<file path="config.mk">
export PLATFORM = sky130hd
export DESIGN_NAME = otter_issue_ctrl
export DESIGN_NICKNAME = d
export VERILOG_FILES = /design/src/rtl/otter_pipe_pkg.sv /design/src/rtl/otter_hazard_cmp.sv /design/src/rtl/otter_issue_ctrl.sv
export SDC_FILE = /design/constraint.sdc
export NUM_CORES = 1
export LEC_CHECK = 0
export CORE_ASPECT_RATIO = 0.7
export CORE_UTILIZATION = 41
export CTS_CLUSTER_DIAMETER = 30
export DETAILED_ROUTE_END_ITERATION = 8
export MAX_ROUTING_LAYER = met4
export PLACE_DENSITY = 0.87
export SYNTH_ARGS = -nofsm -noshare
export SYNTH_HDL_FRONTEND = slang
export SYNTH_SLANG_ARGS = --single-unit
</file>
<file path="constraint.sdc">
create_clock -name CLK -period 5.7 [get_ports CLK]
set_input_delay 0.855 -clock CLK [delete_from_list [all_inputs] [get_ports CLK]]
set_output_delay 0.855 -clock CLK [all_outputs]
set_load 0.01 [all_outputs]
</file>
<file path="src/rtl/otter_pipe_pkg.sv">
// Shared decode-stage types for the two-lane Otter pipeline: issue FSM states
// and the per-slot register/usage bundle.
package otter_pipe_pkg;

  typedef enum logic [1:0] {
    FLUSH = 2'd0,
    PAIR  = 2'd1,
    SPLIT = 2'd2
  } issue_state_t;

  typedef struct packed {
    logic [4:0] rs1;
    logic [4:0] rs2;
    logic [4:0] rd;
    logic       rs1_used;
    logic       rs2_used;
    logic       reg_write;
    logic       ctrl;
    logic       mem;
  } slot_info_t;

  // x0 is hardwired to zero, so a match on address 0 never forms a dependency.
  function automatic logic src_hits(input logic [4:0] src, input logic used,
                                    input logic [4:0] rd);
    return used && (src != 5'd0) && (src == rd);
  endfunction

endpackage

</file>
<file path="src/rtl/otter_hazard_cmp.sv">
// Load-use detector for one decode slot against both EX-stage lanes.
module otter_hazard_cmp
  import otter_pipe_pkg::*;
(
  input  slot_info_t slot_i,
  input  logic       ex_load0_i,
  input  logic       ex_load1_i,
  input  logic [4:0] ex_rd0_i,
  input  logic [4:0] ex_rd1_i,
  output logic       lu_o
);

  logic hit0;
  logic hit1;
  logic unused_fields;

  assign hit0 = src_hits(slot_i.rs1, slot_i.rs1_used, ex_rd0_i) ||
                src_hits(slot_i.rs2, slot_i.rs2_used, ex_rd0_i);
  assign hit1 = src_hits(slot_i.rs1, slot_i.rs1_used, ex_rd1_i) ||
                src_hits(slot_i.rs2, slot_i.rs2_used, ex_rd1_i);

  assign lu_o = (ex_load0_i && hit0) || (ex_load1_i && hit1);

  // Destination and class bits travel with the slot but play no part in load-use.
  assign unused_fields = ^{slot_i.rd, slot_i.reg_write, slot_i.ctrl, slot_i.mem};

endmodule

</file>
<file path="src/rtl/otter_issue_ctrl.sv">
// Dual-issue scheduler at decode: pair / split / stall / flush decisions.
// Optional perf counters are built when OTTER_ISSUE_PERF_EN is defined.
module otter_issue_ctrl
  import otter_pipe_pkg::*;
(
  input  logic       CLK,
  input  logic       RESET,
  input  logic       de_valid,
  input  logic [4:0] s0_rs1,
  input  logic [4:0] s0_rs2,
  input  logic [4:0] s0_rd,
  input  logic       s0_rs1_used,
  input  logic       s0_rs2_used,
  input  logic       s0_reg_write,
  input  logic       s0_ctrl,
  input  logic       s0_mem,
  input  logic [4:0] s1_rs1,
  input  logic [4:0] s1_rs2,
  input  logic [4:0] s1_rd,
  input  logic       s1_rs1_used,
  input  logic       s1_rs2_used,
  input  logic       s1_reg_write,
  input  logic       s1_ctrl,
  input  logic       s1_mem,
  input  logic       ex_load0,
  input  logic       ex_load1,
  input  logic [4:0] ex_rd0,
  input  logic [4:0] ex_rd1,
  input  logic       ex_redirect,
  output logic       pc_write,
  output logic       ifde_write,
  output logic       issue0,
  output logic       issue1,
  output logic       split_active
`ifdef OTTER_ISSUE_PERF_EN
  ,
  output logic [31:0] perf_pair,
  output logic [31:0] perf_split,
  output logic [31:0] perf_stall,
  output logic [31:0] perf_flush
`endif
);

  issue_state_t state_q, state_d;
  slot_info_t   slot0, slot1;
  logic         lu0, lu1;
  logic         raw, waw, splitCond;

  assign slot0 = '{rs1: s0_rs1, rs2: s0_rs2, rd: s0_rd, rs1_used: s0_rs1_used,
                   rs2_used: s0_rs2_used, reg_write: s0_reg_write,
                   ctrl: s0_ctrl, mem: s0_mem};
  assign slot1 = '{rs1: s1_rs1, rs2: s1_rs2, rd: s1_rd, rs1_used: s1_rs1_used,
                   rs2_used: s1_rs2_used, reg_write: s1_reg_write,
                   ctrl: s1_ctrl, mem: s1_mem};

  otter_hazard_cmp u_cmp0 (
    .slot_i(slot0), .ex_load0_i(ex_load0), .ex_load1_i(ex_load1),
    .ex_rd0_i(ex_rd0), .ex_rd1_i(ex_rd1), .lu_o(lu0)
  );

  otter_hazard_cmp u_cmp1 (
    .slot_i(slot1), .ex_load0_i(ex_load0), .ex_load1_i(ex_load1),
    .ex_rd0_i(ex_rd0), .ex_rd1_i(ex_rd1), .lu_o(lu1)
  );

  // Intra-pair conflicts that force slot 1 to trail slot 0 by one cycle.
  assign raw = s0_reg_write && (src_hits(s1_rs1, s1_rs1_used, s0_rd) ||
                                src_hits(s1_rs2, s1_rs2_used, s0_rd));
  assign waw = s0_reg_write && s1_reg_write && (s0_rd != 5'd0) && (s0_rd == s1_rd);
  assign splitCond = raw || waw || (s0_mem && s1_mem) || s0_ctrl;

  always_ff @(posedge CLK) begin
    if (RESET) state_q <= FLUSH;
    else       state_q <= state_d;
  end

  always_comb begin
    state_d = state_q;
    if (RESET || ex_redirect) begin
      state_d = FLUSH;
    end else begin
      case (state_q)
        FLUSH: state_d = PAIR;
        PAIR:  if (de_valid && !lu0 && splitCond) state_d = SPLIT;
        SPLIT: if (!lu1) state_d = PAIR;
        default: state_d = FLUSH;
      endcase
    end
  end

  always_comb begin
    pc_write     = 1'b0;
    ifde_write   = 1'b0;
    issue0       = 1'b0;
    issue1       = 1'b0;
    split_active = 1'b0;
    if (!RESET) begin
      split_active = (state_q == SPLIT);
      if (ex_redirect) begin
        pc_write   = 1'b1;
        ifde_write = 1'b1;
      end else begin
        case (state_q)
          PAIR: begin
            if (!de_valid) begin
              pc_write   = 1'b1;
              ifde_write = 1'b1;
            end else if (lu0 || (lu1 && !splitCond)) begin
              pc_write   = 1'b0;
            end else if (splitCond) begin
              issue0 = 1'b1;
            end else begin
              issue0     = 1'b1;
              issue1     = 1'b1;
              pc_write   = 1'b1;
              ifde_write = 1'b1;
            end
          end
          SPLIT: begin
            if (!lu1) begin
              issue1     = 1'b1;
              pc_write   = 1'b1;
              ifde_write = 1'b1;
            end
          end
          default: begin
            pc_write   = 1'b1;
            ifde_write = 1'b1;
          end
        endcase
      end
    end
  end

`ifdef OTTER_ISSUE_PERF_EN
  logic [31:0] pairCnt_q, splitCnt_q, stallCnt_q, flushCnt_q;
  logic        loadStall, splitEnter;

  assign loadStall  = !RESET && !ex_redirect &&
                      (((state_q == PAIR) && de_valid && (lu0 || (lu1 && !splitCond))) ||
                       ((state_q == SPLIT) && lu1));
  assign splitEnter = !RESET && !ex_redirect && (state_q == PAIR) &&
                      de_valid && !lu0 && splitCond;

  always_ff @(posedge CLK) begin
    if (RESET) begin
      pairCnt_q  <= '0;
      splitCnt_q <= '0;
      stallCnt_q <= '0;
      flushCnt_q <= '0;
    end else begin
      if (issue0 && issue1) pairCnt_q  <= pairCnt_q + 32'd1;
      if (splitEnter)       splitCnt_q <= splitCnt_q + 32'd1;
      if (loadStall)        stallCnt_q <= stallCnt_q + 32'd1;
      if (ex_redirect)      flushCnt_q <= flushCnt_q + 32'd1;
    end
  end

  assign perf_pair  = pairCnt_q;
  assign perf_split = splitCnt_q;
  assign perf_stall = stallCnt_q;
  assign perf_flush = flushCnt_q;
`endif

endmodule

</file>
==> results of run 1 <==
## report_power, final
part	switching (uW)	internal (uW)
Sequential	0.619	14.7
Clock	7.94	23.2
Combinational	47.9	64.1
Total	56.5	102
## final timing paths
path | to | startpoint | cells past startpoint | slack (ns)
setup / recovery | issue0 | s1_rs2[1] | 9 | 1.22
hold / removal | state_q[0] | state_q[0] | 2 | 0.54
setup reg to reg | state_q[0] | state_q[0] | 6 | 3.86
hold reg to reg | state_q[0] | state_q[0] | 2 | 0.54
## layer usage
| metal | GRT usage [%] | vias up | part of all wire (%) |
|---|---|---|---|
| met5 | - | - | 0 |
| met4 | 5.78 | 0 | 0.41 |
| met3 | 2.99 | 4 | 6.2 |
| met2 | 48.6 | 55 | 49 |
| met1 | 35.9 | 565 | 45 |
| li1 | - | 596 | - |
## synthesized netlist by cell type (2+ instances only)
master	count
sky130_fd_sc_hd__nor3_1	4
sky130_fd_sc_hd__xor2_1	22
sky130_fd_sc_hd__dfxtp_1	2
sky130_fd_sc_hd__clkbuf_1	2
sky130_fd_sc_hd__nor4_1	5
sky130_fd_sc_hd__nor2_1	7
sky130_fd_sc_hd__inv_1	5
sky130_fd_sc_hd__o21ai_0	2
sky130_fd_sc_hd__nand3_1	2
sky130_fd_sc_hd__o21a_1	2
sky130_fd_sc_hd__a21oi_1	2
sky130_fd_sc_hd__nand4_1	7
sky130_fd_sc_hd__or4_1	6
sky130_fd_sc_hd__a41o_1	2
sky130_fd_sc_hd__ha_1	4
sky130_fd_sc_hd__nand2_1	8
sky130_fd_sc_hd__xnor2_1	32
sky130_fd_sc_hd__o22ai_1	2
## worst max-delay path, stage by stage
cell and delay (ns):
sky130_fd_sc_hd__clkdlybuf4s50_1 0.51, sky130_fd_sc_hd__or4_1 0.55, sky130_fd_sc_hd__nor2_1 0.17, sky130_fd_sc_hd__nor4_1 0.10, sky130_fd_sc_hd__a41o_1 0.22, sky130_fd_sc_hd__a22o_1 0.27
sky130_fd_sc_hd__and2b_2 0.20, sky130_fd_sc_hd__nor4_1 0.16, sky130_fd_sc_hd__clkdlybuf4s50_1 0.59
## through the flow
stage / instance area (um^2) / setup slack (ns)
CTS: 1660 / 1.20
finish: 1660 / 1.22
global placement: 1640 / 1.24
floorplan: 1020 / 2.14
global route: 1660 / 1.01
detailed placement: 1640 / 1.20
## final cells by class
class | instances | area, um^2 | share of cell area (%)
well taps | 32 | 40.0 | 2.41
flip-flops and latches | 2 | 40.0 | 2.41
multi-input cells | 122 | 947 | 57.1
clock buffers | 3 | 22.5 | 1.36
repair buffers | 59 | 591 | 35.6
inverters | 5 | 18.8 | 1.13
## logic make-up (layout without fill, tap and decap cells)
family / Yosys count / count (layout)
compound gates: 19 / 19
xor+xnor: 54 / 54
fa+ha+maj: 4 / 4
buf+inv: 8 / 67
flops: 2 / 2
simple gates: 45 / 45
==> impl_summary.md, run 1 <==
CTS
The root buffer cell chosen for the clock tree is sky130_fd_sc_hd__clkbuf_4. Once the clock tree was built, the setup fixing pass inserted 0 buffers. In this run the number of H-tree levels came out at 1. The number of buffers created by CTS is 3. After clock tree synthesis, the repair step resized 0 gates.

The clock sink count is 2. The clock insertion delay at the later pin of the skew report is 0.22 ns. The number of buffers on the longest clock path is 2.

After clock tree synthesis, the clock-pin slew on the worst setup and hold paths is ~0.03 ns. The number of buffers inserted for hold repair after clock tree synthesis is 0. TritonCTS built the clock tree.

Run
Across the run, the number of max-cap violations was 0.

Placement
The count of input and output buffers is 59. The placer congestion estimate is 0.865. The wire-length estimate of the detail-placed layout is 2.98 mm.

Once placement completed, the tool counted placed cells totaling between 200 and 250.

Power and ir drop
In this run the static leakage power is 0.000593 uW. The worst-case IR drop observed on VDD is 0.0455 mV. The overall power is 158 uW.

In this run the power density over the cells is 95.5 nW/um^2.

Cells and area
The number of antenna diodes in the final layout is 0. The final cell utilization of the core is 74.0%. The register with the most flip-flops in the layout has 2 of them.

Leaving out fill and tap cells, the most frequent cell in the layout is sky130_fd_sc_hd__clkdlybuf4s50_1. Cells with a size suffix above 1 make up 3.66% of the layout. The number of cells in the finished layout apart from fillers is 223. In the layout the commonest cells are sky130_fd_sc_hd__clkdlybuf4s50_1 (59), sky130_fd_sc_hd__xnor2_1 (32), sky130_fd_sc_hd__xor2_1 (22). The largest register by flop count is state_q. The layout has 182 filler cells.

The largest registers in the layout are state_q x2. The layout overhead on the synthesized area is 62.5%. After the last flow step, the layout net total stands at ~250.

Worst setup path
The worst setup path is captured at an output port. Along the worst path, the maximum fanout reaches 4. The worst setup path is launched from an input pin. STA puts the critical path data required time at 4.85 ns. The data arrival time of the critical path is 3.62 ns.

By startpoint and endpoint, the worst setup path is classified as in2out.

Synthesis
The compound-gate portion of the synthesized area is 16.4%. After synthesis, the cell types taking the most area are sky130_fd_sc_hd__xnor2_1 (27%), sky130_fd_sc_hd__xor2_1 (19%), sky130_fd_sc_hd__ha_1 (4.9%), sky130_fd_sc_hd__or4_1 (4.4%), sky130_fd_sc_hd__nand4_1 (4.3%). Summing the areas of all and, or, nand and nor instances in the mapped netlist gives 25.1% of the synthesized area. After synthesis, the largest family of logic cells by area is XOR/XNOR gates. Averaged over all synthesized cells, the footprint is 7.73 um^2.

The fraction of synthesis flops using an asynchronous set or reset pin is 0%. The netlist uses 34 different library cells. Measured against the total synthesized area, the mux share comes to 0%.

In this run, synthesis inferred 0 flip-flops with an integrated enable. The cell area that synthesis handed to floorplanning was 1020 um^2. Summing the areas of all xor and xnor instances in the mapped netlist gives 46.3% of the synthesized area. After Yosys synthesis, full adders, half adders and majority gates account for 4.90% of the synthesized area.

The most used flip-flop cell after synthesis is sky130_fd_sc_hd__dfxtp_1. Counting flops and latches in the post-synthesis netlist gives 2. The fraction of the yosys area taken by sequential cells is 3.92%.

The synthesized design spends more area on one cell type than any other, namely sky130_fd_sc_hd__xnor2_1. The gate count after technology mapping is 132. Summed over its instances, the top area cell type makes up about 27% of the synthesized netlist area.

The count of warnings emitted by yosys is 0. The post-synth net total is 192.

Floorplan
The area of the die is ~2700 um^2. The die is 43.8 um tall. The count of boundary I/O pins is between 60 and 70. The initial core utilization is 45.5%. The floorplan die width is 61.6 um. The count of standard-cell rows is 14. The area of the core is 2240 um^2.

Routing
The count of nets left with antenna violations once routing finished came out at 0. After detailed routing, the average wire length per cell comes to ~15 um. The final routed wirelength across all metal layers is 3.41 mm.

The number of detailed-route iterations in the first pass is 4. The final route contains approximately 1200 vias. The mean number of vias per cell is 5.47.

The post-detailed-route DRC marker count is 0. The first routing iteration left 73 violations.

Global route
After global routing the overflow that remains totals 0. The first-pass GRT wire length is 5.58 mm. Entering global routing, the biggest net connects 6 pins. Global routing used between 20% and 30% of the available tracks across all layers. The number of antenna violations at the first check in global routing came to 0.

The number of global-route vias before repair is 1252.

Run status
The run finished with clean final reports.

STA
The worst slew slack as a fraction of its limit is approximately 80%. The minimum period implied by the final worst setup slack is 4.48 ns. The worst hold margin is 0.539 ns. The setup skew after layout is ~0.0011 ns. The accumulated negative setup slack is 0 ns. The final-report hold violation count is 0. The total of endpoints with negative setup slack in the final report is 0. The worst path uses between 70% and 80% of the clock period. Setup repair after global routing left no endpoint under its margin.

For the pin with the worst max-slew slack, the measured transition is 0.330 ns. The number of slew-limit violations in the final report came to 0. The achievable clock frequency is roughly 220 MHz.

Hold path
The worst hold path belongs to the class reg2reg.
Power figures use the tool's default switching activity.
==> inputs of run 2 (changes only) <==
- CORE_UTILIZATION: 41 -> 34
- PLACE_DENSITY: 0.87 -> 0.77
- clock period: 5.7 -> 3.8 ns (I/O delays scaled with it)
==> run 2 against run 1 <==
Combinational power increased by 63%. Critical path depth unchanged. Wire length about the same. Setup slack got worse by 1.1 ns. Largest cell class unchanged. Non-clock buffer count increased by 17. Clock skew increased by 0.0021 ns. Critical path type unchanged. Die area increased by 20%.
==> impl_summary.md, run 2 (synthesis gave the netlist of run 1 again) <==
STA
The worst path in the final design needs a cycle of 3.68 ns, including I/O delays and setup. The worst hold margin is between 0.5 and 0.6 ns. The worst slew slack as a fraction of its limit is 76.8%. The number of slew-limit violations in the final report was 0. The worst-margin pin slew is roughly 0.34 ns. For the final database, setup skew stands at 0.00319 ns.

The post-route clock period utilization is 96.8%. The final-report hold violation count is 0. The accumulated negative setup slack is 0 ns.

Setup repair after global routing left no endpoint under its margin. The total of endpoints with negative setup slack in the final report is 0. The achievable clock frequency is 272 MHz.

Cells and area
Fill cells in the final layout number 222. In the final layout, the registers with the most flip-flops are state_q x2. The area of all placed cells without fillers is ~1800 um^2. The largest register by flop count is state_q. The final net count is 270. The share of cells above drive strength 1 is 13.0%. The total inserted antenna cells is 0. The top cell types in the final layout, fill and taps aside, are sky130_fd_sc_hd__clkdlybuf4s50_1 (56), sky130_fd_sc_hd__xnor2_1 (32), sky130_fd_sc_hd__xor2_1 (22).

At the end of the flow the core is filled with cells to approximately two thirds. Compared with the post-synthesis result, the final layout area differs by 78.9%. The flip-flop count of the largest register after layout is 2. Leaving out fill and tap cells, the most frequent cell in the layout is sky130_fd_sc_hd__clkdlybuf4s50_1.

Worst setup path
The worst setup path is launched from an input pin. The largest fanout of any net on the critical path is 3. The data arrival time of the critical path is 3.11 ns. The number of cells on the worst reg-to-reg path is 6. The worst register-to-register path ends at state_q[0]. At the worst endpoint, the required time is 3.23 ns. STA classifies the critical path endpoint as an output port. The reg-to-reg setup timing slack is 1.88 ns. The reg-to-reg critical path startpoint is state_q[0]. The classification of the worst setup path is in2out.

Routing
The post-detailed-route DRC marker count is 0. The detailed router finished its first iteration with 36 violations. The final routed wirelength across all metal layers is 3.41 mm. The detailed router placed 1274 vias in this run. The routed length per instance is ~14 um. The number of nets still failing antenna checks after routing is 0. The pre-antenna-repair detailed-routing pass consisted of 5 iterations. The mean number of vias per cell is 5.22.

Global route
The first-pass GRT wire length is 5.28 mm. The number of antenna violations at the first check in global routing is 0. The number of global-route vias before repair was roughly 1200. The global-route total usage across every layer is 22.4%. The sum of overflow across all layers after global routing is 0. The largest net degree at the start of global routing is 6.

Floorplan
The die covers 3230 um^2. The height of the chip is 47.8 um. The floorplan die width is 67.5 um. The count of standard-cell rows is 16. The total area inside the core boundary comes to 2820 um^2. For this design the top-level I/O count stands at 61. The initial core utilization is between 30% and 40%.

Run
Across the run, the number of max-cap violations was 0.

Hold path
In this run the most critical hold path is launched from state_q[0]. Counting instances, the worst hold path has a depth of 2. The path class of the tightest hold or removal check is reg2reg. The endpoint with the worst hold slack is state_q[0].

Placement
The count of input and output buffers is 59. In this run the cell area measured after placement is 1770 um^2. The HPWL after detailed placement is 2.95 mm. The placer congestion estimate is 0.791.

CTS
Clock latency on the worst-skew pair, taken at its later pin, is 0.21 ns. The clock passes through at most 2 buffers. The number of levels the H-tree was split into is 1. The number of setup buffers added after CTS is 0. The clock tree from TritonCTS is done. CTS placed an instance of sky130_fd_sc_hd__clkbuf_8 at the clock tree root.

The clock sink count is 2. The clock-pin transition on the worst setup and hold timing paths is ~0.030 ns. The number of buffers created by CTS is 3.

Run status
The run finished with clean final reports.

Power and ir drop
The peak supply drop is 0.0805 mV. For this design the ratio of total power to cell area is approximately 160 nW/um^2. The static leakage is around 0.0007 uW.
run 2: cell count changes in the layout (fill, tap and decap cells not counted), sizes merged:
cell	change
dlygate4sd2	+1
clkdlybuf4s50	-3
buf	+17
dlymetal6s2s	+2
run 2: worst max-delay path by stage:
stage / startpoint / endpoint / slack [ns] / cells after the start
after CTS: s1_rs2[1] / ifde_write / 0.08 / 8
after detailed placement: s1_rs2[1] / issue0 / -0.06 / 9
after floorplan: s0_rs2[0] / pc_write / 0.81 / 7
after global routing: s1_rs2[3] / issue1 / 0.007 / 9
after global placement: s1_rs2[1] / issue0 / 0.0002 / 9
final: s1_rs2[3] / issue1 / 0.12 / 9
run 2: layer usage:
metal	part of all wire [%]	vias to the layer above	track usage [%]
met5	0	-	-
met4	0.29	0	2.13
li1	-	631	-
met1	44	602	27.0
met3	4.3	2	2.38
met2	51	39	42.0
run 2: what timing repair did:
action	CTS	global route
pin swaps	0	0
endpoints found under the setup margin	3	3
hold buffers	0	0
resized for setup	3	3
run 2: final cells by class:
type / count / area (um^2) / share of cell area [%]
multi-input combinational: 122 / 960 / 52.5
sequential: 2 / 40.0 / 2.19
clock buffer: 3 / 41.3 / 2.26
inverter: 5 / 18.8 / 1.03
tap: 36 / 45.0 / 2.47
timing repair buffer: 76 / 722 / 39.5
run 2: power breakdown:
part | total [uW] | internal [uW] | switching, uW
sequential | 23.1 | 22.1 | 1.03
clock | 81.4 | 66.8 | 14.6
combinational | 182 | 108 | 74.1
run 2: critical path, cell delays in order:
cell and delay (ns):
sky130_fd_sc_hd__clkdlybuf4s50_1 0.46, sky130_fd_sc_hd__xor2_1 0.16, sky130_fd_sc_hd__or4_1 0.53, sky130_fd_sc_hd__or4_4 0.44
sky130_fd_sc_hd__nand4_2 0.10, sky130_fd_sc_hd__buf_4 0.13, sky130_fd_sc_hd__o21ai_0 0.06, sky130_fd_sc_hd__and4b_1 0.17
sky130_fd_sc_hd__clkdlybuf4s50_1 0.48
run 2: through the flow:
stage,setup slack [ns],instances,total power (uW)
global placement,0.000241,241,196
detailed placement,-0.0591,241,203
finish,0.123,244,286
global route,0.00727,244,305
CTS,0.0809,244,287
floorplan,0.812,132,95.1
==> inputs of run 3 (changes only) <==
- CORE_UTILIZATION: 34 -> 45
- DONT_BUFFER_PORTS: not set -> 1
- PLACE_DENSITY: 0.77 -> not set
==> run 3 against run 2 <==
Final cell count shrank 32%. Register-to-register slack gained 0.08 ns. Non-clock buffer count shrank 75. Utilization shrank 14 points. Setup slack gained 0.67 ns. Sequential share of layout area grew 1.5 points. Clock power shrank 43%. Wire length shrank 19%. Cell area shrank 41%. Die area shrank 24%. Flip-flop and latch count is the same. Global-route usage grew 1.9 points. Critical path type unchanged. Critical endpoint is now issue0. Largest cell class unchanged.
==> impl_summary.md, run 3 (synthesis gave the netlist of run 1 again) <==
Global route
In the global route stage, overall resource usage came out at 24.3%. The number of antenna violations at the first check in global routing was 0. The largest net degree at the start of global routing is 6. The first-pass GRT wire length is approximately 4.4 mm. Summed over all layers, the global routing overflow is 0. The number of global-route vias before repair is 979.

Cells and area
In the layout the commonest cells are sky130_fd_sc_hd__xnor2_1 (32), sky130_fd_sc_hd__xor2_1 (22), sky130_fd_sc_hd__nand2_1 (8). The final net count is between 150 and 200. The number of cells in the finished layout apart from fillers is around 170.

The total inserted antenna cells is 0. The register with the most flip-flops in the layout has 2 of them. The largest register by flop count is state_q.

In the final layout, the registers with the most flip-flops are state_q x2. The layout overhead on the synthesized area is 5.39%. The most common library cell in the layout ignoring fill and taps is sky130_fd_sc_hd__xnor2_1. The share of cells above drive strength 1 is between 6 and 7%.

STA
Measured against its own limit, the worst slew margin works out to 66.1%. The number of slew-limit violations in the final report is 0. The clock arrives with between 0.0001 and 0.00015 ns of skew. The worst-margin pin slew is 0.504 ns. The minimum period implied by the final worst setup slack is 3.01 ns.

The final critical path takes up around 80% of the cycle. Setup violations remaining at the end of the flow were counted as 0. The final-report hold violation count is 0. The slack of the critical path is 0.795 ns. Setup repair after global routing left no endpoint under its margin. Setup total negative slack on the finished layout was measured at 0 ns. Derived from the worst setup path, the maximum achievable clock frequency is 333 MHz.

Power and ir drop
In this run the power density over the cells is 138 nW/um^2. The static leakage is 0.000368 uW. The peak supply drop is 0.0347 mV.

CTS
The clock insertion delay at the later pin of the skew report is 0.22 ns. In this run the post-CTS setup repair buffer count came out at 0. The number of buffers inserted for hold repair after clock tree synthesis is 0.

Gates resized during post-CTS repair numbered 0. Clock-pin slew was measured on the worst setup and hold paths at 0.03 ns. In this run, CTS created clock tree buffers numbering 3. The number of levels the H-tree was split into is 1. The tree is rooted in a sky130_fd_sc_hd__clkbuf_4.

No sink is reached through more buffers than the 2 on the longest clock path. The clock sink count is 2. TritonCTS built the clock tree.

Placement
Timing analysis after detailed placement gives a worst setup slack of approximately 0.82 ns. Once detailed placement completed, the half-perimeter wirelength came to about 2.4 mm. The count of input and output buffers is 0. The total instance count after detailed placement is 162.

The congestion estimate from routability-driven global placement came to roughly 0.76.

Floorplan
In this run the core area contains 14 standard-cell rows. The count of boundary I/O pins is around 60. The area of the die is 2470 um^2.

The initial core utilization is 47.8%. The area of the core is 2140 um^2. The height of the chip is 41.9 um.

The floorplan die width is ~59 um.

Routing
The number of nets still failing antenna checks after routing is 0. The number of detailed-route iterations in the first pass is 4. The detailed router finished its first iteration with 21 violations. In the routed design, unresolved DRC markers number 0. The total number of vias is between 900 and 1000.

In the routed layout, each cell is associated on average with a via count of 5.95. The final routed wirelength across all metal layers is approximately 2.8 mm. The routed length per instance is 16.7 um.

Worst setup path
Together, buffers and inverters on the worst path number 0. The largest fanout of any net on the critical path is 4. Grouping stages by cell kind, the critical path spends the most delay in simple AND/OR/NAND/NOR gates. The highest-delay cell along the critical path is sky130_fd_sc_hd__or4_1. The cell repeated most along the worst path is sky130_fd_sc_hd__nor4_1.

The worst setup path is launched from an input pin. The delay of the slowest critical-path stage is about 0.50 ns. The data arrival time of the critical path is approximately 2.4 ns.

The reg-to-reg setup timing slack is 1.96 ns. The worst setup path is of the in2out kind. The worst setup path is captured at an output port. Walking the worst path, the cells encountered are or4_1, nor2_1, nor4_1, a41o_1, a22o_1, and2b_2, nor4_1. STA puts the critical path data required time at 3.23 ns.

Run
Across the run, the number of max-cap violations was 0.

Run status
The run finished with clean final reports.

Hold path
The class of the most critical hold timing path is reg2reg.
run 3: changes by cell type in the layout (fill, tap and decap cells not counted), sizes merged:
cell,previous run,this run
clkdlybuf4s50,56,0
buf,17,1
dlymetal6s2s,2,0
dlygate4sd2,1,0
run 3: per-stage QoR:
| stage | total power [uW] | instance area, um^2 | util [%] | hold slack, ns |
|---|---|---|---|---|
| global route | 164 | 1080 | 50.4 | 0.560 |
| floorplan | 95.1 | 1020 | - | 0.482 |
| CTS | 152 | 1080 | 50.4 | 0.527 |
| detailed placement | 103 | 1050 | 49.3 | 0.522 |
| global placement | 99.2 | 1050 | 49.3 | 0.512 |
| finish | 148 | 1080 | 50.4 | 0.525 |
run 3: area by class of cell:
cell class,count,area [um^2]
clock buffer,3,22.5
multi-input combinational,122,947
tap,32,40.0
fill,200,1060
sequential,2,40.0
inverter,5,18.8
timing repair buffer,1,7.51
run 3: power by group:
part	leakage (uW)	switching (uW)	internal (uW)	total [uW]
clock network	0.0000138	11.3	34.8	46.1
logic	0.000338	31.2	48.1	79.3
registers	0.0000163	0.940	22.1	23.0
run 3: metal layers:
metal / vias up / track usage, % / wire [um]
li1: 479 / - / -
met1: 472 / 31.6 / 1270
met2: 30 / 41.6 / 1360
met3: 0 / 1.87 / 130
met4: 0 / 3.81 / 0
met5: - / - / 0
run 3: final timing paths:
check              from    endpoint  cells after the start
max           s1_rs2[1]      issue0                      7
min          state_q[0]  state_q[0]                      2
max reg2reg  state_q[0]  state_q[0]                      6
min reg2reg  state_q[0]  state_q[0]                      2
run 3: worst register-to-register path: stages, from the launching register on:
cell	delay (ns)
sky130_fd_sc_hd__dfxtp_1	0.37
sky130_fd_sc_hd__inv_1	0.09
sky130_fd_sc_hd__ha_1	0.24
sky130_fd_sc_hd__and2_1	0.17
sky130_fd_sc_hd__a32o_1	0.25
sky130_fd_sc_hd__or4_1	0.51
sky130_fd_sc_hd__a21boi_1	0.14
